File: config.mk
export PLATFORM = sky130hd
export DESIGN_NAME = fifo_wr_arbiter
export DESIGN_NICKNAME = d
export VERILOG_FILES = /design/src/rtl/fifo_wr_arbiter.sv
export SDC_FILE = /design/constraint.sdc
export NUM_CORES = 1
export LEC_CHECK = 0
export ABC_CLOCK_PERIOD_IN_PS = 1900
export BUFFER_PORTS_ARGS = -buffer_cell sky130_fd_sc_hd__buf_4
export CORE_ASPECT_RATIO = 1.75
export CORE_MARGIN = 4
export CORE_UTILIZATION = 33
export CTS_BUF_LIST = sky130_fd_sc_hd__clkbuf_4 sky130_fd_sc_hd__clkbuf_8
export DETAILED_ROUTE_END_ITERATION = 6
export PLACE_DENSITY = 0.91
export SETUP_SLACK_MARGIN = 0.1
export SLEW_MARGIN = 5
export SYNTH_ARGS = -nofsm -noshare
export SYNTH_HDL_FRONTEND = slang
export SYNTH_SLANG_ARGS = --single-unit
File: constraint.sdc
create_clock -name clk -period 1.9 [get_ports clk]
set_clock_uncertainty 0.2 [all_clocks]
set_input_delay 0.38 -clock clk [delete_from_list [all_inputs] [get_ports clk]]
set_output_delay 0.38 -clock clk [all_outputs]
set_load 0.05 [all_outputs]
File: src/rtl/fifo_wr_arbiter.sv
// Round-robin write-port arbiter: grants one producer at a time the FIFO write
// port for up to MaxBurst beats or until that producer's packet ends.
//
// state | meaning
// IDLE  | no owner; pick the next valid producer after lastGrant
// BURST | grantId owns the write port; beats pass while !full
module fifo_wr_arbiter #(
  parameter int DataWidth = 32,
  parameter int NumReq    = 4,
  parameter int MaxBurst  = 16
) (
  input  logic                        clk,
  input  logic                        rst,
  input  logic [NumReq-1:0]           reqValid,
  input  logic [NumReq*DataWidth-1:0] reqData,
  input  logic [NumReq-1:0]           reqLast,
  output logic [NumReq-1:0]           reqReady,
  output logic                        writeEn,
  output logic [DataWidth-1:0]        writeData,
  input  logic                        full,
  output logic                        grantValid,
  output logic [$clog2(NumReq)-1:0]   grantId
);

  localparam int IdW  = $clog2(NumReq);
  localparam int CntW = $clog2(MaxBurst) + 1;

  typedef enum logic {IDLE, BURST} state_t;

  state_t               state, state_nxt;
  logic [IdW-1:0]       grant_id, grant_nxt;
  logic [IdW-1:0]       last_grant, last_nxt;
  logic [CntW-1:0]      beat_cnt, cnt_nxt;
  logic [IdW-1:0]       pick;
  logic                 found;
  logic                 burst, beat;
  logic                 sel_valid, sel_last;
  logic [DataWidth-1:0] sel_data;

  // Search upward from lastGrant+1, wrapping at NumReq.
  always_comb begin : p_pick
    int cand;
    pick  = '0;
    found = 1'b0;
    cand  = 0;
    for (int k = 1; k <= NumReq; k++) begin
      cand = int'(last_grant) + k;
      if (cand >= NumReq) cand = cand - NumReq;
      for (int i = 0; i < NumReq; i++) begin
        if (!found && (i == cand) && reqValid[i]) begin
          pick  = IdW'(i);
          found = 1'b1;
        end
      end
    end
  end

  always_comb begin
    sel_valid = 1'b0;
    sel_last  = 1'b0;
    sel_data  = '0;
    for (int i = 0; i < NumReq; i++) begin
      if (grant_id == IdW'(i)) begin
        sel_valid = reqValid[i];
        sel_last  = reqLast[i];
        sel_data  = reqData[i*DataWidth +: DataWidth];
      end
    end
  end

  // Outputs are gated by rst so an aborted burst writes nothing in the reset cycle.
  assign burst = (state == BURST) && !rst;
  assign beat  = burst && sel_valid && !full;

  always_comb begin
    reqReady = '0;
    for (int i = 0; i < NumReq; i++) begin
      reqReady[i] = burst && !full && (grant_id == IdW'(i));
    end
  end

  assign writeEn    = beat;
  assign writeData  = burst ? sel_data : '0;
  assign grantValid = burst;
  assign grantId    = grant_id;

  always_comb begin
    state_nxt = state;
    grant_nxt = grant_id;
    last_nxt  = last_grant;
    cnt_nxt   = beat_cnt;
    case (state)
      IDLE: begin
        if (found) begin
          grant_nxt = pick;
          cnt_nxt   = '0;
          state_nxt = BURST;
        end
      end
      BURST: begin
        if (beat) begin
          cnt_nxt = beat_cnt + CntW'(1);
          if (sel_last || (cnt_nxt == CntW'(MaxBurst))) begin
            state_nxt = IDLE;
            last_nxt  = grant_id;
          end
        end
      end
      default: state_nxt = IDLE;
    endcase
  end

  always_ff @(posedge clk) begin
    if (rst) begin
      state      <= IDLE;
      grant_id   <= '0;
      last_grant <= IdW'(NumReq - 1);
      beat_cnt   <= '0;
    end else begin
      state      <= state_nxt;
      grant_id   <= grant_nxt;
      last_grant <= last_nxt;
      beat_cnt   <= cnt_nxt;
    end
  end

endmodule

# --- Word-level counts from Yosys, hierarchy flattened ---
# Index checks and enable logic that the tools add are counted.
classes:
  addsub: 9
  n_eq_ne: 18
  reduce_logical: 65
  mul: 0
  bitwise: 1
  shifts: 0
  n_lt_le_gt_ge: 4
  div_mod_pow: 0
  n_mux: 55
ops:
  columns: ["operator", "count"]
  rows:
  - ["32-bit 2-to-1 mux", 9]
  - ["3-bit by 32-bit == test with 1-bit output, first input constant", 8]
  - ["2-bit by 32-bit == test with 1-bit output, first input constant", 4]
  - ["32-bit zero test", 4]
  - ["1-bit logical AND", 39]
  - ["1-bit 2-to-1 mux", 28]
  - ["2-bit 2-to-1 mux", 14]
  - ["1-bit zero test", 17]
  - ["3-bit by 3-bit subtractor with 4-bit output, second input constant", 3]
  - ["5-bit 2-to-1 mux", 2]
  - ["5-bit case mux with 2 select lines", 1]
  - ["3-bit greater-or-equal comparator, second input constant", 3]
  - ["2-bit by 2-bit adder with 3-bit output, second input constant", 2]
  - ["5-bit by 1-bit adder with 5-bit output, second input constant", 1]
  - ["5-bit == test, second input constant", 1]
  - ["4-bit by 3-bit subtractor with 5-bit output, second input constant", 1]
  - ["2-bit by 3-bit adder with 4-bit output, second input constant", 1]
  - ["2-bit == test, second input constant", 2]
  - ["4-bit by 3-bit greater-or-equal comparator with 1-bit output, second input constant", 1]
  - ["2-bit inequality test, second input constant", 2]
  - ["2-bit AND reduction", 2]
  - ["2-bit by 1-bit adder with 3-bit output, second input constant", 1]
  - ["3-bit AND reduction", 1]
  - ["2-bit by 1-bit == test with 1-bit output, second input constant", 1]
  - ["other kinds (4)", 4]
totals:
  mem_count: 0
  regBits: 10
  elab_cells: 156
  latch_bits: 0
  mem_bits_ro: 0
  output_inout_bits: 40
  inputBits: 139
  ram_bits: 0

# --- Depth between registers and ports, before layout ---
# Gate-level depths: netlist (run 1).
logic_depth:
  word_depth: 68
  ltp_mapped: 7
  ltp_nobuf: 6

# --- Worst setup path after synthesis (run 1) ---
# Ideal clock, no wire load.
synth_path:
  path_kind: "register to output"
  from: "reg grant_id[0], in the netlist grantId[0]"
  to: "out reqReady[1]"
  path_stages_with_launch: 4
  path_slack_ps: -1331
  arrival_ps: 2651
  path_buffers: 2
  required_ps: 1320
  cell_sequence: "dfxtp_1 > buf_6 > buf_2 > nor4b_1"
synth_via:
  elab_chain_cells: 2
synth_lines:
  columns: ["element", "line_no", "text"]
  rows:
  - ["start: declaration", "31", "logic [IdW-1:0] grant_id, grant_nxt;"]
  - ["start signal: assignment", "121", "grant_id <= grant_nxt;"]
  - ["2-bit by 1-bit == test with 1-bit output", "78", "reqReady[i] = burst && !full && (grant_id == IdW'(i));"]
  - ["1-bit logical AND", "78", null]
  - ["end: declaration", "17", "output logic [NumReq-1:0] reqReady,"]
# No other way between the ends.

# --- Final worst setup path (run 1) ---
layout_path:
  from: "reg grant_id[0], in the netlist grantId[0]"
  to: "out writeData[31]"
layout_via:
  elab_chain_cells: 6
  word_cells_on_any_way: 9
  cone_classes: "eq/ne: 3; mux: 5; reduce/logical: 1"
layout_lines:
  columns: ["element", "line_no", "text"]
  rows:
  - ["2-bit zero test", "63", "if (grant_id == IdW'(i)) begin"]
  - ["32-bit 2-to-1 mux (3 in a row)", "63", null]
  - ["32-bit 2-to-1 mux *", "63", null]
  - ["32-bit 2-to-1 mux *", "83", "assign writeData = burst ? sel_data : '0;"]
  - ["end: declaration", "19", "output logic [DataWidth-1:0] writeData,"]
# Mark *: on every way between the ends. The rest lies on a longest branch, timed or not.

==> flow_results.org, run 1 <==
** Synth
- Number of instances in the synthesized netlist :: 159
- Post-Syn Nets :: ~300
- For this run, asynchronously set or reset flops after synthesis account for 0.
- Counting flops with a built-in enable in the synthesized netlist gives 0.
- The cell area that synthesis handed to floorplanning was ~1700 µm².
- By area the synthesized netlist is led by sky130_fd_sc_hd__mux4_2, sky130_fd_sc_hd__nor2b_1, sky130_fd_sc_hd__dfxtp_1, sky130_fd_sc_hd__a21oi_1, sky130_fd_sc_hd__o311ai_2.
- After synthesis the netlist holds a flip-flop and latch count of 10.
- The number of different library cells used by synthesis comes to 36.
- Each instance of the synthesized netlist takes up on average ~11 µm².
- The synthesized design spends more area on one cell type than any other, namely sky130_fd_sc_hd__mux4_2.
- The share of the Yosys chip area taken by registers is 0.120.
- For this run, the number of Yosys warnings is 0.
- Top FF cell, synth :: sky130_fd_sc_hd__dfxtp_1
- Area fraction of the dominant cell type after synthesis :: 0.431

** Die
- Number of placed I/O pins :: ~180
- Total Die Area :: 6310 µm²
- The floorplan has 34 rows.
- Die Ht :: slightly above 100 µm
- Placeable Area :: just under 5000 µm²
- Floorplan die width :: a little over 60 µm
- Starting density of the core :: 0.339

** Clock tree
- CTS Sinks :: 10
- Clock Tree Root :: sky130_fd_sc_hd__clkbuf_8
- Deepest level of the CTS H-tree :: 1
- Cts bufs inserted :: 3
- Clock-pin slew was measured on the worst setup and hold paths at 50 ps.
- After clock tree synthesis, the flow added hold-fix buffers numbering 0.
- TritonCTS built the clock tree.
- Later-pin clock latency in the skew report :: approximately 240 ps
- Clock Tree Buf Depth :: 2

** Worst setup path
- End of the worst register-to-register path :: beat_cnt[4]
- The worst register-to-register path begins at grantId[0].
- In this run the worst setup path begins at grantId[0].
- STA puts the critical path data arrival time at ~1600 ps.
- Startpoint class of the critical path :: flip-flop
- For the worst setup path, the data required time is 1320 ps.
- In this run the worst path has a maximum fanout of 13.
- Start-to-end type of the worst setup path :: reg2out
- Worst R2R Setup Slack :: -40 ps
- Crit. End Element :: primary output
- R2r worst-path depth :: 7

** Power
- In this run the power density over the cells is about 390 nW/µm².
- Overall power of the completed layout :: ~1.5 mW
- Summed over all cells, the static leakage comes to 1.74 nW.
- The worst-case IR drop observed on VDD is about 490 µV.

** Finish
- Post-route design area :: 3870 µm²
- Layout Area Growth over Synthesis :: 132%
- The number of antenna diodes in the final layout is 0.
- Of the cells placed in the final design, the portion with a size suffix greater than 1 is 0.855.
- The net count of the finished layout is 493.
- The finished layout holds 406 standard cells, fillers aside.
- Final standard cell utilization of the core :: 0.784

** Timing
- Highest clock rate :: ~450 MHz
- Worst relative slew slack :: 0.709
- Fin Setup TNS :: -9470 ps
- Endpoints failing hold :: 0
- In the finished design, the share of the clock period the worst path needs comes to 1.16.
- RSZ-0062 raised after global routing :: yes
- Once routing completed, OpenROAD measured the worst setup slack at -300 ps.
- The number of max-slew violations in the final report came to 0.
- For the pin with the worst max-slew slack, the measured transition is 426 ps.
- Worst hold slack :: 305 ps
- Setup violations remaining at the end of the flow were counted as 40.
- The routed design could run at a clock period as short as ~2200 ps.

** Routing
- The final layout contains routed wiring with a total length of 8160 µm.
- Dividing the detail-routed wire length by the instance count gives just over 20 µm.
- Avg Vias per Cell :: 5.48
- After detailed routing, the number of remaining DRC violations is 0.
- For this run, the detailed router's first-pass iteration total came to 4.
- For this block, the initial DRC count from the detailed router was 86.
- For this block, the via count after detailed routing is between 2,000 and 2,500.
- Once detail routing completed, the nets flagged for antenna violations numbered 0.

** Hold path
- The worst hold path terminates at beat_cnt[1].
- Hold WC Path Type :: in2reg
- Along the worst hold path, the cell count comes to 3.
- Launch instance of the worst min-delay path :: rst

** Global routing
- The via count of the first global-routing pass is between 2,000 and 2,500.
- Total global routing track utilization :: 0.244
- Remaining Overflow, GRT :: 0
- Entering global routing, the biggest net connects 21 pins.
- Global-route wire length before repair :: 11,500 µm
- Initial antenna violation count :: 0

** Place
- During placement, the flow inserted port buffers numbering 178.
- Worst setup slack after placement :: -79.4 ps
- Post-detail-place hpwl :: around 6700 µm
- Including well taps, the total number of placed cells is 397.
- The congestion estimate from routability-driven global placement came to ~0.80.
- DP Area :: approximately 3500 µm²

** Job
- Number of maximum-capacitance violations :: 0

** Outcome
- Violations in the final reports :: setup timing
- The flow ran to the end, but the final reports show violations.
[flip-flops by register name (all words and copies together) (netlist names)]
name        flops
grantId         2
beat_cnt        5
state           1
last_grant      2
[layout make-up]
type	count	area [µm²]
inverter	7	36.3
tap	54	67.6
timing repair buffer	204	1790
clock buffer	4	48.8
sequential	10	209
multi-input combinational	127	1720
fill	299	1060
[cell usage in the layout (no fill, tap or decap), types with 2 or more instances in the layout]
| master | netlist | final |
|---|---|---|
| sky130_fd_sc_hd__nand2_2 | 0 | 3 |
| sky130_fd_sc_hd__nor2_1 | 7 | 6 |
| sky130_fd_sc_hd__mux2i_1 | 2 | 2 |
| sky130_fd_sc_hd__buf_6 | 1 | 33 |
| sky130_fd_sc_hd__a21oi_2 | 0 | 2 |
| sky130_fd_sc_hd__buf_12 | 0 | 5 |
| sky130_fd_sc_hd__nand2_1 | 5 | 2 |
| sky130_fd_sc_hd__buf_8 | 0 | 6 |
| sky130_fd_sc_hd__nand3_2 | 0 | 3 |
| sky130_fd_sc_hd__dfxtp_4 | 0 | 2 |
| sky130_fd_sc_hd__buf_4 | 1 | 159 |
| sky130_fd_sc_hd__inv_1 | 6 | 5 |
| sky130_fd_sc_hd__nor2b_4 | 0 | 31 |
| sky130_fd_sc_hd__o211ai_1 | 3 | 3 |
| sky130_fd_sc_hd__nor2b_1 | 35 | 3 |
| sky130_fd_sc_hd__dfxtp_1 | 10 | 7 |
| sky130_fd_sc_hd__nand3_1 | 6 | 3 |
| sky130_fd_sc_hd__clkbuf_8 | 0 | 3 |
| sky130_fd_sc_hd__nor2_4 | 1 | 2 |
| sky130_fd_sc_hd__a21oi_1 | 7 | 5 |
| sky130_fd_sc_hd__mux4_2 | 32 | 32 |
| sky130_fd_sc_hd__nor3_4 | 0 | 2 |
| sky130_fd_sc_hd__o221ai_1 | 2 | 2 |
| sky130_fd_sc_hd__nand2b_1 | 3 | 3 |
| sky130_fd_sc_hd__clkinv_4 | 0 | 2 |
| sky130_fd_sc_hd__or3_1 | 3 | 2 |
[synthesized netlist by cell type (2+ instances only)]
cell and n:
sky130_fd_sc_hd__nor2b_1 35, sky130_fd_sc_hd__mux4_2 32, sky130_fd_sc_hd__dfxtp_1 10, sky130_fd_sc_hd__a21oi_1 7, sky130_fd_sc_hd__clkbuf_1 7, sky130_fd_sc_hd__nor2_1 7
sky130_fd_sc_hd__buf_2 6, sky130_fd_sc_hd__inv_1 6, sky130_fd_sc_hd__nand3_1 6, sky130_fd_sc_hd__nand2_1 5, sky130_fd_sc_hd__nand2b_1 3, sky130_fd_sc_hd__nor3_1 3
sky130_fd_sc_hd__o211ai_1 3, sky130_fd_sc_hd__or3_1 3, sky130_fd_sc_hd__mux2i_1 2, sky130_fd_sc_hd__nor4_1 2, sky130_fd_sc_hd__o221ai_1 2, sky130_fd_sc_hd__o311ai_2 2
[worst max-delay path by stage]
stage / end / cells past startpoint
2_1_floorplan: reqReady[1] / 3
3_3_place_gp: writeData[1] / 5
3_5_place_dp: writeData[22] / 4
4_1_cts: writeData[2] / 4
5_1_grt: writeData[9] / 4
6_report: writeData[31] / 4
[what timing repair did]
action,in CTS,in global routing
pin swaps,3,4
buffers inserted,4,1
cloned,1,0
setup endpoints to repair,46,46
resized for setup,51,15
[critical path: stages, from the launching register on]
cell and delay (ps):
sky130_fd_sc_hd__dfxtp_4 380, sky130_fd_sc_hd__buf_12 170, sky130_fd_sc_hd__mux4_2 520, sky130_fd_sc_hd__nor2b_4 140
sky130_fd_sc_hd__buf_6 150
[metal layers]
metal / vias up / share of wire / track usage
met5: - / 0 / 0
met4: 0 / 0.046 / 0.106
met3: 33 / 0.089 / 0.0493
met2: 121 / 0.58 / 0.467
met1: 1065 / 0.29 / 0.235
li1: 1007 / - / -
[power breakdown]
part	internal (mW)	switching, mW	leakage, nW	total, mW
clock network	0.161	0.0866	0.0262	0.248
logic	0.585	0.438	1.64	1.02
registers	0.218	0.0119	0.0830	0.230
[kinds of logic after synthesis]
logic type / Yosys count / share of synthesized area
AO/OA/AOI/OAI: 20 / 0.105
adder cells (fa/ha/maj): 1 / 0.00748
buffers and inverters: 22 / 0.0621
flip-flops: 10 / 0.120
multiplexers: 35 / 0.452
AND/OR/NAND/NOR: 71 / 0.254
Note: power is estimated with default switching activity, not from simulation.
==> run 2: changes to the inputs <==
==> constraint.sdc (replaced) <==
create_clock -name clk -period 1.9 [get_ports clk]
set_clock_uncertainty 0.2 [all_clocks]
set_input_delay 0.38 -clock clk [delete_from_list [all_inputs] [get_ports clk]]
set_output_delay 0.38 -clock clk [all_outputs]
set_load 0.01 [all_outputs]
==> flow_results.org, run 2 (synthesis results as in run 1) <==
** Outcome
- The flow ran to the end, but the final reports show violations.
- Violations in the final reports :: setup timing

** Timing
- Final worst slack :: -285 ps (+14.8 ps)
- The highest clock frequency the design can meet was 458 MHz (+0.68%).
- The final clock period utilization by the worst path was 1.15 (-0.00777).
- Actual slew at the worst max-slew pin :: 548 ps (+122 ps)
- RSZ-0062 raised after global routing :: yes
- Endpoints failing hold :: 0 (unchanged)
- Number of setup violations in the final report :: 40 (unchanged)
- Worst relative slew slack :: 0.625 (-0.0835)
- The number of max-slew violations in the final report came to 0 (unchanged).
- Final Critical Period :: 2180 ps (-14.8 ps)

** Clock tree
- The post-CTS clock slew at the launch and capture registers of the worst setup and hold paths came to 50 ps (about the same).
- TritonCTS clock tree :: built
- Total of hold buffers inserted after clock tree synthesis :: 0 (unchanged)
- Deepest level of the CTS H-tree :: 1 (unchanged)
- CTS Sinks :: 10 (unchanged)
- The maximum clock insertion buffer count was 2 (unchanged).
- Clock Tree Root :: sky130_fd_sc_hd__clkbuf_8
- The clock latency at the later pin of the worst-skew pair was 240 ps (about the same).
- The total clock buffers created by CTS was 3 (unchanged).

** Finish
- The final standard cell utilization of the core came to 0.680 (-0.105).
- The final net count is 492 (-0.20%).
- Most frequent standard cell in the layout excluding fill and tap cells :: sky130_fd_sc_hd__buf_4
- The number of standard cells in the layout, taps in and fillers out is 404 (-0.49%).
- Commonest non-fill, non-tap cells in the layout :: sky130_fd_sc_hd__buf_4, sky130_fd_sc_hd__nor2b_1, sky130_fd_sc_hd__mux4_2, sky130_fd_sc_hd__buf_6
- The fraction of layout cells with a size suffix above 1 came to 0.731 (-0.124).
- Top register by number of flip-flops :: beat_cnt
- Number of antenna repair diodes :: 0 (unchanged)
- The flip-flop count of the largest register after layout is 5 (unchanged).
- Layout Area Growth over Synthesis :: 101%

** Place
- The count of input and output buffers is 178 (unchanged).
- The post-detailed-placement half-perimeter wirelength was 6500 µm (-2.7%).
- Worst setup slack after placement :: -100 ps (-20.9 ps)
- The placed instance count is 395 (-0.50%).
- Routability cong. :: 0.833 (+3.6%)

** Die
- The number of top-level design ports is 179 (unchanged).
- Placeable Area :: 4930 µm² (unchanged)
- The die width was 61.8 µm (unchanged).
- Number of core rows :: 34 (unchanged)
- Starting density of the core :: 0.339 (unchanged)
- The chip height is 102 µm (unchanged).
- Total Die Area :: 6310 µm² (unchanged)

** Power
- The static leakage power was 1.52 nW (-13%).
- The power density over the cells was 350 nW/µm² (-9.8%).
- Maximum resistive drop on vdd :: 330 µV (-33%)

** Global routing
- Met3 Track Usage GR :: 0.0759 (+0.0265)
- Busiest layer in global routing :: met2
- The global-route usage over all layers is 0.228 (-0.0155).
- Via count of the first global-routing pass :: 2,311 (-5.6%)
- Met2 track demand over resource :: 0.418 (-0.0492)
- Initial antenna violation count :: 0 (unchanged)
- The largest net degree at the start of global routing was 31 (+48%).
- The global-route wire length before repair was 10,900 µm (-5.4%).
- Met1 track demand over resource :: 0.212 (-0.0232)
- Remaining Overflow, GRT :: 0 (unchanged)

** Routing
- The wire length after detailed routing is 7830 µm (-4.1%).
- Vias :: 2,186 (-1.8%)
- Post-detailed-route DRC marker count :: 0 (unchanged)
- Average wire per cell in the routed design :: 19.4 µm (-3.7%)
- Number of DRC violations after detailed-routing iteration 0 :: 81 (-5.8%)
- Avg Vias per Cell :: 5.41 (-1.3%)
- DRT antenna net count :: 0 (unchanged)
- DR pass1 iterations :: 4 (unchanged)

** Worst setup path
- Largest fanout on the critical path :: 11 (-2)
- Start-to-end type of the worst setup path :: reg2out
- The signal arrival time at the worst endpoint is 1600 ps (-20 ps).
- The worst setup path is captured at a primary output.
- Critical path data required time :: 1320 ps (about the same)
- STA classifies the critical path startpoint as a flip-flop.

** Job
- The total of max-cap violations came to 0 (unchanged).

** Hold path
- Hold WC Path Type :: in2reg
==> run 2: changes by cell type in the layout (fill, tap and decap cells not counted), sizes merged <==
cell    change
clkinv      -2
bufbuf      -1
inv         +2
buf         -1
==> run 2: final cells by class <==
type                    count  area, µm²
fillers                   393       1580
multi-input cells         127       1390
flip-flops and latches     10        206
inverters                   7       28.8
repair buffers            203       1620
clock buffers               3       41.3
well taps                  54       67.6
==> run 2: where the power goes <==
| part | total, mW | internal (mW) | leakage [nW] | switching (mW) |
|---|---|---|---|---|
| registers | 0.230 | 0.219 | 0.0827 | 0.0106 |
| logic | 0.718 | 0.480 | 1.42 | 0.239 |
| clock network | 0.224 | 0.139 | 0.0216 | 0.0854 |
==> run 2: per-layer routing <==
metal	wire length, µm	part of all wire
met2	4300	0.55
met5	0	0
met3	920	0.12
met4	397	0.051
met1	2210	0.28
==> run 2: path summary, 6_finish.rpt <==
check,startpoint,end,slack [ps],cells after the start
max,grantId[0],writeData[7],-280,4
min,rst,state,290,3
max reg2reg,grantId[0],beat_cnt[1],-80,8
min reg2reg,beat_cnt[1],beat_cnt[1],350,2
==> run 2: metrics by stage <==
step | hold slack (ps) | area (µm²) | setup TNS [ps] | power [mW]
5_1_grt | 296 | 3350 | -10910 | 1.23
2_1_floorplan | 247 | 1710 | 0 | 0.567
3_5_place_dp | 267 | 3180 | -1510 | 0.919
6_report | 286 | 3350 | -8620 | 1.17
4_1_cts | 268 | 3280 | -8820 | 1.16
3_3_place_gp | 255 | 3180 | -679 | 0.900
==> run 2: timing repair <==
| action | CTS | global route |
|---|---|---|
| gates cloned | 0 | 2 |
| endpoints found under the setup margin | 46 | 46 |
| buffers inserted | 3 | 1 |
| resized for setup | 11 | 7 |
| pin swaps | 0 | 1 |
==> run 2: critical path, stage by stage, from the launching register on <==
cell	delay (ps)
sky130_fd_sc_hd__dfxtp_4	390
sky130_fd_sc_hd__buf_6	180
sky130_fd_sc_hd__mux4_2	500
sky130_fd_sc_hd__nor2b_1	150
sky130_fd_sc_hd__buf_4	140
